File: config.mk
export PLATFORM = sky130hd
export DESIGN_NAME = linear_layer_start_fifo_ctrl
export DESIGN_NICKNAME = d
export VERILOG_FILES = /design/src/rtl/linear_layer_fifo_pkg.sv /design/src/rtl/start_fifo_srl.sv /design/src/rtl/linear_layer_start_fifo_ctrl.sv
export SDC_FILE = /design/constraint.sdc
export NUM_CORES = 1
export LEC_CHECK = 0
export CORE_AREA = 2 2 39 41
export DETAILED_ROUTE_END_ITERATION = 12
export DIE_AREA = 0 0 41 43
export PLACE_DENSITY = 0.67
export SYNTH_ARGS = -nofsm -noshare
export SYNTH_HDL_FRONTEND = slang
export SYNTH_SLANG_ARGS = --single-unit
File: constraint.sdc
create_clock -name ap_clk -period 1.9 [get_ports ap_clk]
set_input_delay 0.285 -clock ap_clk [delete_from_list [all_inputs] [get_ports ap_clk]]
set_output_delay 0.285 -clock ap_clk [all_outputs]
set_load 0.1 [all_outputs]
File: src/rtl/linear_layer_fifo_pkg.sv
`default_nettype none
// ============================================================================
// Module      : linear_layer_fifo_pkg
// Description : Shared types and constants for the Linear_Layer start-token
//               FIFO controller: FSM state encoding and err bit positions.
// Revision    : 1.0 - initial release
// ============================================================================
package linear_layer_fifo_pkg;

    // Occupancy state of a start-token FIFO
    typedef enum logic [1:0] {
        EMPTY   = 2'd0,
        PARTIAL = 2'd1,
        FULL    = 2'd2
    } fifo_state_t;

    // Bit positions inside the sticky err vector
    localparam int ERR_OVF = 0;
    localparam int ERR_UDF = 1;

endpackage : linear_layer_fifo_pkg
`default_nettype wire

File: src/rtl/start_fifo_srl.sv
`default_nettype none
// ============================================================================
// Module      : start_fifo_srl
// Description : Shift-register token storage. A write shifts every slot up by
//               one and places the new token in slot 0; the read port is an
//               asynchronous mux selected by addr. Contents are never reset.
// Revision    : 1.0 - initial release
// ============================================================================
module start_fifo_srl #(
    parameter int DATA_WIDTH = 1,
    parameter int ADDR_WIDTH = 1,
    parameter int DEPTH      = 2
) (
    input  logic                  clk,
    input  logic                  we,
    input  logic [ADDR_WIDTH-1:0] addr,
    input  logic [DATA_WIDTH-1:0] din,
    output logic [DATA_WIDTH-1:0] dout
);

    // Index width needed to address exactly DEPTH slots
    localparam int IDX_W = (DEPTH > 1) ? $clog2(DEPTH) : 1;

    logic [DATA_WIDTH-1:0] mem [DEPTH];
    logic [IDX_W-1:0]      idx;

    assign idx = addr[IDX_W-1:0];

    // Shift the whole chain on a write; newest token lands in slot 0
    always_ff @(posedge clk) begin
        if (we) begin
            mem[0] <= din;
            for (int i = 1; i < DEPTH; i++) begin
                mem[i] <= mem[i-1];
            end
        end
    end

    assign dout = mem[idx];

endmodule : start_fifo_srl
`default_nettype wire

File: src/rtl/linear_layer_start_fifo_ctrl.sv
`default_nettype none
// ============================================================================
// Module      : linear_layer_start_fifo_ctrl
// Description : ap_fifo-style control for a start-token FIFO. Tracks
//               occupancy with a three-state FSM, drives registered
//               full_n/empty_n/almost_full_n, and addresses the shift-register
//               storage so the head token is shown ahead.
//               Optional macro START_FIFO_ERR_CHECK_EN enables sticky
//               overflow/underflow flags on err; otherwise err is tied to 0.
// Revision    : 1.0 - initial release
// ============================================================================
module linear_layer_start_fifo_ctrl
    import linear_layer_fifo_pkg::*;
#(
    parameter int DATA_WIDTH = 1,
    parameter int ADDR_WIDTH = 1,
    parameter int DEPTH      = 2,
    parameter int AF_MARGIN  = 0
) (
    input  logic                  ap_clk,
    input  logic                  ap_rst_n,
    input  logic                  if_write,
    input  logic [DATA_WIDTH-1:0] if_din,
    output logic                  if_full_n,
    output logic                  if_almost_full_n,
    input  logic                  if_read,
    output logic [DATA_WIDTH-1:0] if_dout,
    output logic                  if_empty_n,
    output logic [ADDR_WIDTH:0]   count,
    output logic [1:0]            err
);

    localparam logic [ADDR_WIDTH:0] CNT_ONE   = (ADDR_WIDTH+1)'(1);
    localparam logic [ADDR_WIDTH:0] CNT_LAST  = (ADDR_WIDTH+1)'(DEPTH - 1);
    localparam int                  AF_THRESH = DEPTH - AF_MARGIN;
    // With a margin covering the whole FIFO the flag is low even when empty
    localparam logic                AF_RST    = (AF_MARGIN >= DEPTH) ? 1'b0 : 1'b1;

    fifo_state_t           state;
    logic                  push;
    logic                  pop;
    logic [ADDR_WIDTH:0]   count_next;
    logic [ADDR_WIDTH:0]   count_m1;
    logic [ADDR_WIDTH-1:0] srl_addr;

    // Handshakes use only registered flags, so full_n/empty_n never loop back
    assign push = if_write & if_full_n;
    assign pop  = if_read  & if_empty_n;

    // Occupancy update: simultaneous push and pop cancel out
    always_comb begin
        count_next = count;
        if (push && !pop) begin
            count_next = count + CNT_ONE;
        end else if (pop && !push) begin
            count_next = count - CNT_ONE;
        end
    end

    // Head lives at slot count-1; a shift during push&pop keeps it there
    assign count_m1 = count - CNT_ONE;
    assign srl_addr = (count == '0) ? '0 : count_m1[ADDR_WIDTH-1:0];

    // Occupancy FSM with registered handshake flags
    always_ff @(posedge ap_clk or negedge ap_rst_n) begin
        if (!ap_rst_n) begin
            state            <= EMPTY;
            count            <= '0;
            if_empty_n       <= 1'b0;
            if_full_n        <= 1'b1;
            if_almost_full_n <= AF_RST;
        end else begin
            count            <= count_next;
            if_almost_full_n <= (int'(count_next) < AF_THRESH);
            case (state)
                EMPTY: begin
                    if (push) begin
                        state      <= PARTIAL;
                        if_empty_n <= 1'b1;
                    end
                end
                PARTIAL: begin
                    if (push && !pop && (count == CNT_LAST)) begin
                        state     <= FULL;
                        if_full_n <= 1'b0;
                    end else if (pop && !push && (count == CNT_ONE)) begin
                        state      <= EMPTY;
                        if_empty_n <= 1'b0;
                    end
                end
                FULL: begin
                    if (pop) begin
                        state     <= PARTIAL;
                        if_full_n <= 1'b1;
                    end
                end
                default: begin
                    state      <= EMPTY;
                    if_empty_n <= 1'b0;
                    if_full_n  <= 1'b1;
                end
            endcase
        end
    end

`ifdef START_FIFO_ERR_CHECK_EN
    logic [1:0] err_flags;

    // Sticky protocol-misuse flags: write while full, read while empty
    always_ff @(posedge ap_clk or negedge ap_rst_n) begin
        if (!ap_rst_n) begin
            err_flags <= 2'b00;
        end else begin
            if (if_write && !if_full_n) begin
                err_flags[ERR_OVF] <= 1'b1;
            end
            if (if_read && !if_empty_n) begin
                err_flags[ERR_UDF] <= 1'b1;
            end
        end
    end

    assign err = err_flags;
`else
    assign err = 2'b00;
`endif

    start_fifo_srl #(
        .DATA_WIDTH (DATA_WIDTH),
        .ADDR_WIDTH (ADDR_WIDTH),
        .DEPTH      (DEPTH)
    ) u_srl (
        .clk  (ap_clk),
        .we   (push),
        .addr (srl_addr),
        .din  (if_din),
        .dout (if_dout)
    );

endmodule : linear_layer_start_fifo_ctrl
`default_nettype wire

==> results of run 1 <==
==> cells by family (layout without fill, tap and decap cells) <==
| logic type | Yosys count | after routing |
|---|---|---|
| AOI/OAI and AO/OA | 9 | 9 |
| adders and majority gates | 5 | 5 |
| buffers and inverters | 7 | 19 |
| DFF | 9 | 9 |
| muxes | 2 | 2 |
| other | 1 | 2 |
| and+or+nand+nor | 12 | 12 |
==> path summary, 6_finish.rpt <==
check                             start  slack (ps)               end
max                            count[0]         190           if_dout
min                            ap_rst_n         280          state[1]
max reg2reg                   if_full_n         300          state[0]
min reg2reg                u_srl.mem[0]         440      u_srl.mem[1]
max in group asynchronous      ap_rst_n        1320  if_almost_full_n
min in group ap_clk        u_srl.mem[0]         440      u_srl.mem[1]
==> final cells by class <==
cell class	instances	area (µm²)	area share [%]
inverters	5	18.8	2.83
repair buffers	10	123	18.5
clock buffers	4	26.3	3.96
flip-flops and latches	9	241	36.4
multi-input cells	30	234	35.3
well taps	16	20.0	3.02
==> where the power goes <==
group / internal (µW) / switching [µW]
clock network: 81.1 / 73.3
registers: 244 / 37.5
logic: 157 / 330
==> routing by layer <==
metal	track usage, %	part of all wire, %	up-vias
li1	-	-	182
met1	17.0	44	158
met2	19.4	46	8
met3	3.66	5.2	4
met4	14.0	4.0	0
met5	0	0	-
==> cells in the final DEF (no fill, tap or decap) <==
| cell type | count |
|---|---|
| inv_1 | 5 |
| ha_1 | 5 |
| nand2_1 | 4 |
| clkdlybuf4s50_1 | 4 |
| o21ai_0 | 3 |
| and2b_1 | 3 |
| clkbuf_4 | 3 |
| dfrtp_2 | 3 |
| buf_12 | 3 |
| buf_4 | 3 |
| mux2_2 | 2 |
| nor2_1 | 2 |
| conb_1 | 2 |
| dfstp_2 | 2 |
| dfrtp_1 | 2 |
| edfxtp_1 | 2 |
| o21a_1 | 1 |
| and4b_2 | 1 |
| a211oi_1 | 1 |
| nand3b_1 | 1 |
| and4bb_1 | 1 |
| a311o_1 | 1 |
| a221o_1 | 1 |
| o21bai_1 | 1 |
| a21o_1 | 1 |
| clkbuf_1 | 1 |
==> registers in the layout, indices dropped and copies added, names as in the netlist <==
register	flops
count	2
if_almost_full_n	1
if_empty_n	1
if_full_n	1
state	2
u_srl.mem	2
==> stage by stage <==
| step | worst slack (ps) | std cells | power (µW) | hold slack (ps) |
|---|---|---|---|---|
| final | 192 | 74 | 922 | 283 |
| after global routing | 129 | 74 | 966 | 306 |
| after CTS | 177 | 74 | 929 | 294 |
| after detailed placement | 35.3 | 70 | 779 | 443 |
| after global placement | 79.6 | 70 | 767 | 447 |
| after floorplan | 52.0 | 46 | 637 | -10.6 |
==> summary.md, run 1 <==
| Metric | Value |
|---|---|
| I/O Pins | 13 |
| Clock Path Buffers | 2 |
| Max Slew Vio Count | 0 |
| Peak supply drop | 0.666 mV |
| Mux cell area share after synthesis | 4.49% |
| CTS H-Tree Depth | 1 |
| Clk sink count | 9 |
| Setup violators final | 0 |
| Clock Skews | 8.10 ps |
| CTS tree | done |
| Netlist cell types | 21 |
| Post-Route WL | 936 µm |
| Sequential share of the synthesized area | 47.4% |
| Total GRT Usage | 14.3% |
| Syn Inst Count | 45 |
| Critical path's slowest cell | dfrtp_2 |
| Maxcap violations | 0 |
| Synth Cell Area | 502 µm² |
| Layout cell share with drive strength beyond 1 | 29.3% |
| Initial DRC count | 5 |
| Pre-antenna DRT Iters | 4 |
| Routability Congestion | 0.841 |
| Post-DP Area | 637 µm² |
| Commonest cells in the synthesized netlist | 5 x dfrtp_1, 5 x ha_1, 5 x inv_1, 4 x nand2_1 |
| Vias in the first global route | 348 |
| Initial antenna violation count | 0 |
| CTS root buf | clkbuf_4 |
| CP bufs+invs | 2 |
| Fmax achieved | 586 MHz |
| Tcrit/Tclk final | 89.9% |
| Antenna Cells | 0 |
| Final Instance Area | 663 µm² |
| Reg2Reg Depth | 5 |
| Critical path type | flip-flop to output port |
| Critical path launch point type | flip-flop |
| Synth area leader | dfrtp_1 |
| HP Class | input port to async pin |
| Die Height | 43 µm |
| Top delay family on crit path | flip-flops |
| Post-cts resize count | 0 |
| Wire per inst | 12.6 µm |
| Top_reg_cell synth | dfrtp_1 |
| Number of synthesized flops with an enable pin | 2 |
| Synth Area in Simple Gates | 15.2% |
| Hold-fix buffers, CTS | 0 |
| RSZ-0062 raised after global routing | false |
| Die area | 0.00176 mm² |
| XOR/XNOR Fraction of Synth Area | 0% |
| Min cycle time layout | 1710 ps |
| Clk_lat worst skew | 270 ps |
| Clk slew on worst S/H paths | 70 ps |
| Crit. End Element | output port |
| CTS buffer count | 3 |
| Initial Util | 36.3% |
| Async set or reset register ratio after synthesis | 77.8% |
| Postcts setup bufs | 0 |
| Yosys top cell area share | 24.9% |
| Static leakage power | 0.000308 µW |
| Worst EP arrival | 1420 ps |
| Residual DRC count | 0 |
| Synth Register Bits | 9 |
| Row count | 14 |
| Cell Chain, Critical Path | inv_1 > ha_1 > mux2_2 > buf_12 |
| First-pass GRT wire length | 1540 µm |
| Largest net degree at the start of global routing | 8 |
| Detailed Place HPWL | 738 µm |
| Largest family of logic cells by synthesized area | simple AND/OR/NAND/NOR gates |
| Pwr Density | 1390 mW/mm² |
| Die X | 41 µm |
| Synthesis Warnings | 0 |
| WP data required | 1620 ps |
| Area growth syn-to-layout | 32.2% |
| Final setup TNS | 0 ps |
| Total grt overflow | 0 |
| Crit. path cell count | 4 |
| Via Count | 352 |
| Fin nets | 69 |
| Slowest stage delay, CP | 430 ps |
| Synth Area in Adders | 12.5% |
| Top cells by area, synth | dfrtp_1 25%, ha_1 12%, edfxtp_1 12% |
| Status | complete, no violations |
| DR vias/cell | 4.76 |
| I/O Buffers | 10 |
| Routed Antenna Nets | 0 |
| Mean Syn Cell Area | 11.1 µm² |
| Fill cells | 142 |
| Largest fanout on the critical path | 5 |
| Hold Fails Final Rpt | 0 |
| Compound-Gate Fraction of Synth Area | 13.0% |
| Final core occ | 47.9% |
| Core footprint | 0.00138 mm² |
(Power assumes the default switching activity.)
==> inputs of run 2 (changes only) <==
--- a/config.mk
+++ b/config.mk
@@ -12,3 +12,4 @@
 export SYNTH_ARGS = -nofsm -noshare
 export SYNTH_HDL_FRONTEND = slang
 export SYNTH_SLANG_ARGS = --single-unit
+export TNS_END_PERCENT = 1
==> results of run 2 <==
The final DEF is identical to that of run 1; final timing and power are the same.
==> inputs of run 3 (changes only) <==
--- a/config.mk
+++ b/config.mk
@@ -8,8 +8,9 @@
 export CORE_AREA = 2 2 39 41
 export DETAILED_ROUTE_END_ITERATION = 12
 export DIE_AREA = 0 0 41 43
-export PLACE_DENSITY = 0.67
+export PLACE_DENSITY = 0.68
 export SYNTH_ARGS = -nofsm -noshare
 export SYNTH_HDL_FRONTEND = slang
+export SYNTH_HIERARCHICAL = 1
 export SYNTH_SLANG_ARGS = --single-unit
 export TNS_END_PERCENT = 1
==> run 3 against run 2 <==
Wire length shrank 5.8%; critical path depth is the same; core utilization grew 0.27 points; fmax grew 0.67%; non-clock buffer count is the same; worst hold slack gained 25 ps; synthesized cell count is the same; die area is the same; register-to-register slack is essentially flat; setup slack gained 11 ps; cell count is the same; critical endpoint unchanged.
==> summary.md, run 3 <==
| Metric | Value |
|---|---|
| Status | complete, no violations |
| Die X | 41 µm (unchanged) |
| DR vias/cell | 4.82 (+1.4%) |
| Most common cell after layout, fill and taps aside | inv_1 |
| Core footprint | 0.00138 mm² (unchanged) |
| Routability Congestion | 0.713 (-15%) |
| Post-cts resize count | 0 (unchanged) |
| Row count | 14 (unchanged) |
| Syn Inst Count | 45 (unchanged) |
| CTS buffer count | 3 (unchanged) |
| Multi-input gate area | 236 µm² (+1.1%) |
| I/O Pins | 13 (unchanged) |
| CTS tree | done |
| RSZ-0062 raised after global routing | false |
| Antenna Cells | 0 (unchanged) |
| Crit. End Element | output port |
| Pre-antenna DRT Iters | 2 (-2) |
| Synth Cell Area | 508 µm² (+1.2%) |
| Clk slew on worst S/H paths | 60 ps (about the same) |
| Layout cell share with drive strength beyond 1 | 24.1% (-5.2 points) |
| Reg2reg start | if_full_n |
| I/O Buffers | 10 (unchanged) |
| Critical path type | flip-flop to output port |
| Clk sink count | 9 (unchanged) |
| Postcts setup bufs | 0 (unchanged) |
| Static leakage power | 0.000317 µW (+2.8%) |
| Initial antenna violation count | 0 (unchanged) |
| Fmax achieved | 589 MHz (+0.67%) |
| Maxcap violations | 0 (unchanged) |
| Routed Antenna Nets | 0 (unchanged) |
| Mean Syn Cell Area | 11.3 µm² (+1.2%) |
| Register Area | 239 µm² (-1.0%) |
| Die Height | 43 µm (unchanged) |
| Residual DRC count | 0 (unchanged) |
| Hold-fix buffers, CTS | 0 (unchanged) |
| Post-Route WL | 882 µm (-5.8%) |
| Max Slew Vio Count | 0 (unchanged) |
| Total GRT Usage | 11.4% (-2.9 points) |
| Sequential share of the synthesized area | 46.8% (-0.58 points) |
| Largest net degree at the start of global routing | 8 (unchanged) |
| Crit path from | count[0] |
| Die area | 0.00176 mm² (unchanged) |
| CTS H-Tree Depth | 1 (unchanged) |
| Most frequent cells in the layout | 6 x inv_1, 5 x ha_1, 4 x dfrtp_1, 4 x clkdlybuf4s50_1 |
| Fin nets | 69 (unchanged) |
| Initial Util | 36.7% (+0.45 points) |
| Netlist cell types | 23 (+9.5%) |
| Area growth syn-to-layout | 31.3% |
| Synthesis Warnings | 6 (+6) |
| Biggest registers after layout | count: 2 flops, state: 2 flops, u_srl/mem: 2 flops |
| Clock Path Buffers | 2 (unchanged) |
| Slowest stage delay, CP | 400 ps (-30 ps) |
| Fill cells | 128 (-9.9%) |
| Wire per inst | 11.9 µm (-5.8%) |
| Critical path's slowest cell | dfrtp_1 |
| Pwr Density | 554 mW/mm² (-60%) |
| Vias in the first global route | 326 (-6.3%) |
| WP data required | 1620 ps (about the same) |
| Total grt overflow | 0 (unchanged) |
| Number of synthesized flops with an enable pin | 2 (unchanged) |
| Top_reg_cell synth | dfrtp_1 |
| Initial DRC count | 14 (+9) |
| Worst EP arrival | 1410 ps (about the same) |
| Critical path launch point type | flip-flop |
| Top cells by area, synth | dfrtp_1 25%, ha_1 12%, edfxtp_1 12% |
| Yosys top cell area share | 24.6% (-0.31 points) |
| Detailed Place HPWL | 704 µm (-4.6%) |
| Synth area leader | dfrtp_1 |
| First-pass GRT wire length | 1350 µm (-13%) |
| Largest fanout on the critical path | 5 (unchanged) |
| Tcrit/Tclk final | 89.3% (-0.59 points) |
| Min cycle time layout | 1700 ps (-11.3 ps) |
| Commonest cells in the synthesized netlist | 6 x inv_1, 5 x dfrtp_1, 5 x ha_1, 3 x nand2_1, 3 x nor2b_1 |
| Synth Register Bits | 9 (unchanged) |
| Cell Chain, Critical Path | inv_1 > ha_1 > mux2_4 > buf_12 |
| Hold Slack | 307 ps (+24.7 ps) |
| HP Class | input port to async pin |
| Overall power | 369 µW (-60%) |
| CTS root buf | clkbuf_4 |
| Async set or reset register ratio after synthesis | 77.8% (unchanged) |
| Via Count | 357 (+1.4%) |
| Setup violators final | 0 (unchanged) |
| Hold Fails Final Rpt | 0 (unchanged) |
| Clock Skews | 3.32 ps (-4.79 ps) |
| Peak supply drop | 0.220 mV (-67%) |
| Clk_lat worst skew | 250 ps (-20 ps) |
| Count leader, synth | inv_1 |
-- run 3: cell count changes in the layout (fill, tap and decap cells not counted), moves of 2 or more --
cell     delta
mux2_2      -2
dfrtp_2     -2
and2b_1     -3
nor2b_1     +3
dfrtp_1     +2
-- run 3: kinds of logic (layout without fill, tap and decap cells) --
family                   count (synthesis)  count (layout)  synth area share, %
adder cells (fa/ha/maj)                  5               5                 12.3
AO/OA/AOI/OAI                            9               9                 14.5
multiplexers                             1               1                 2.95
buffers and inverters                    8              20                 7.39
flip-flops                               9               9                 46.8
other                                    1               2                0.738
AND/OR/NAND/NOR                         12              12                 15.3
-- run 3: metal layers --
layer,global-route usage [%],share of wire (%)
met1,14.5,46
met2,16.9,51
met3,1.57,2.8
met4,8.00,0
met5,0,0
-- run 3: area by class of cell --
| cell class | count | area share, % |
|---|---|---|
| Clock buffer | 4 | 3.94 |
| Inverter | 6 | 3.38 |
| Multi-Input combinational cell | 29 | 35.5 |
| Sequential cell | 9 | 35.8 |
| Tap cell | 16 | 3.00 |
| Timing Repair Buffer | 10 | 18.4 |
-- run 3: stage by stage --
stage               setup WS [ps]  cell area [µm²]  util, %  instances  TNS [ps]
global route                  121              667     48.2         74         0
finish                        204              667     48.2         74         0
floorplan                    -104              513        -         46      -127
detailed placement            110              641     46.3         70         0
CTS                           182              667     48.2         74         0
global placement             98.2              641     46.3         70         0
-- run 3: worst paths after layout --
kind / endpoint / slack [ps] / cells past startpoint
max: if_dout / 200 / 4
max reg2reg: count[1] / 300 / 5
min reg2reg: u_srl/mem[1] / 460 / 0
min in group ap_clk: u_srl/mem[1] / 460 / 0
max in group asynchronous: if_almost_full_n / 1290 / 1
min: state[0] / 310 / 1
-- run 3: power breakdown --
part / switching, µW / internal, µW
logic: 21.4 / 7.17
clock network: 62.6 / 80.7
registers: 0 / 197
-- run 3: worst max-delay path: cells and delay by family, from the launching register on --
family	cells	cell delay [ps]
flip-flops	1	400
multiplexers	1	320
buffers and inverters	2	230
adder cells (fa/ha/maj)	1	210
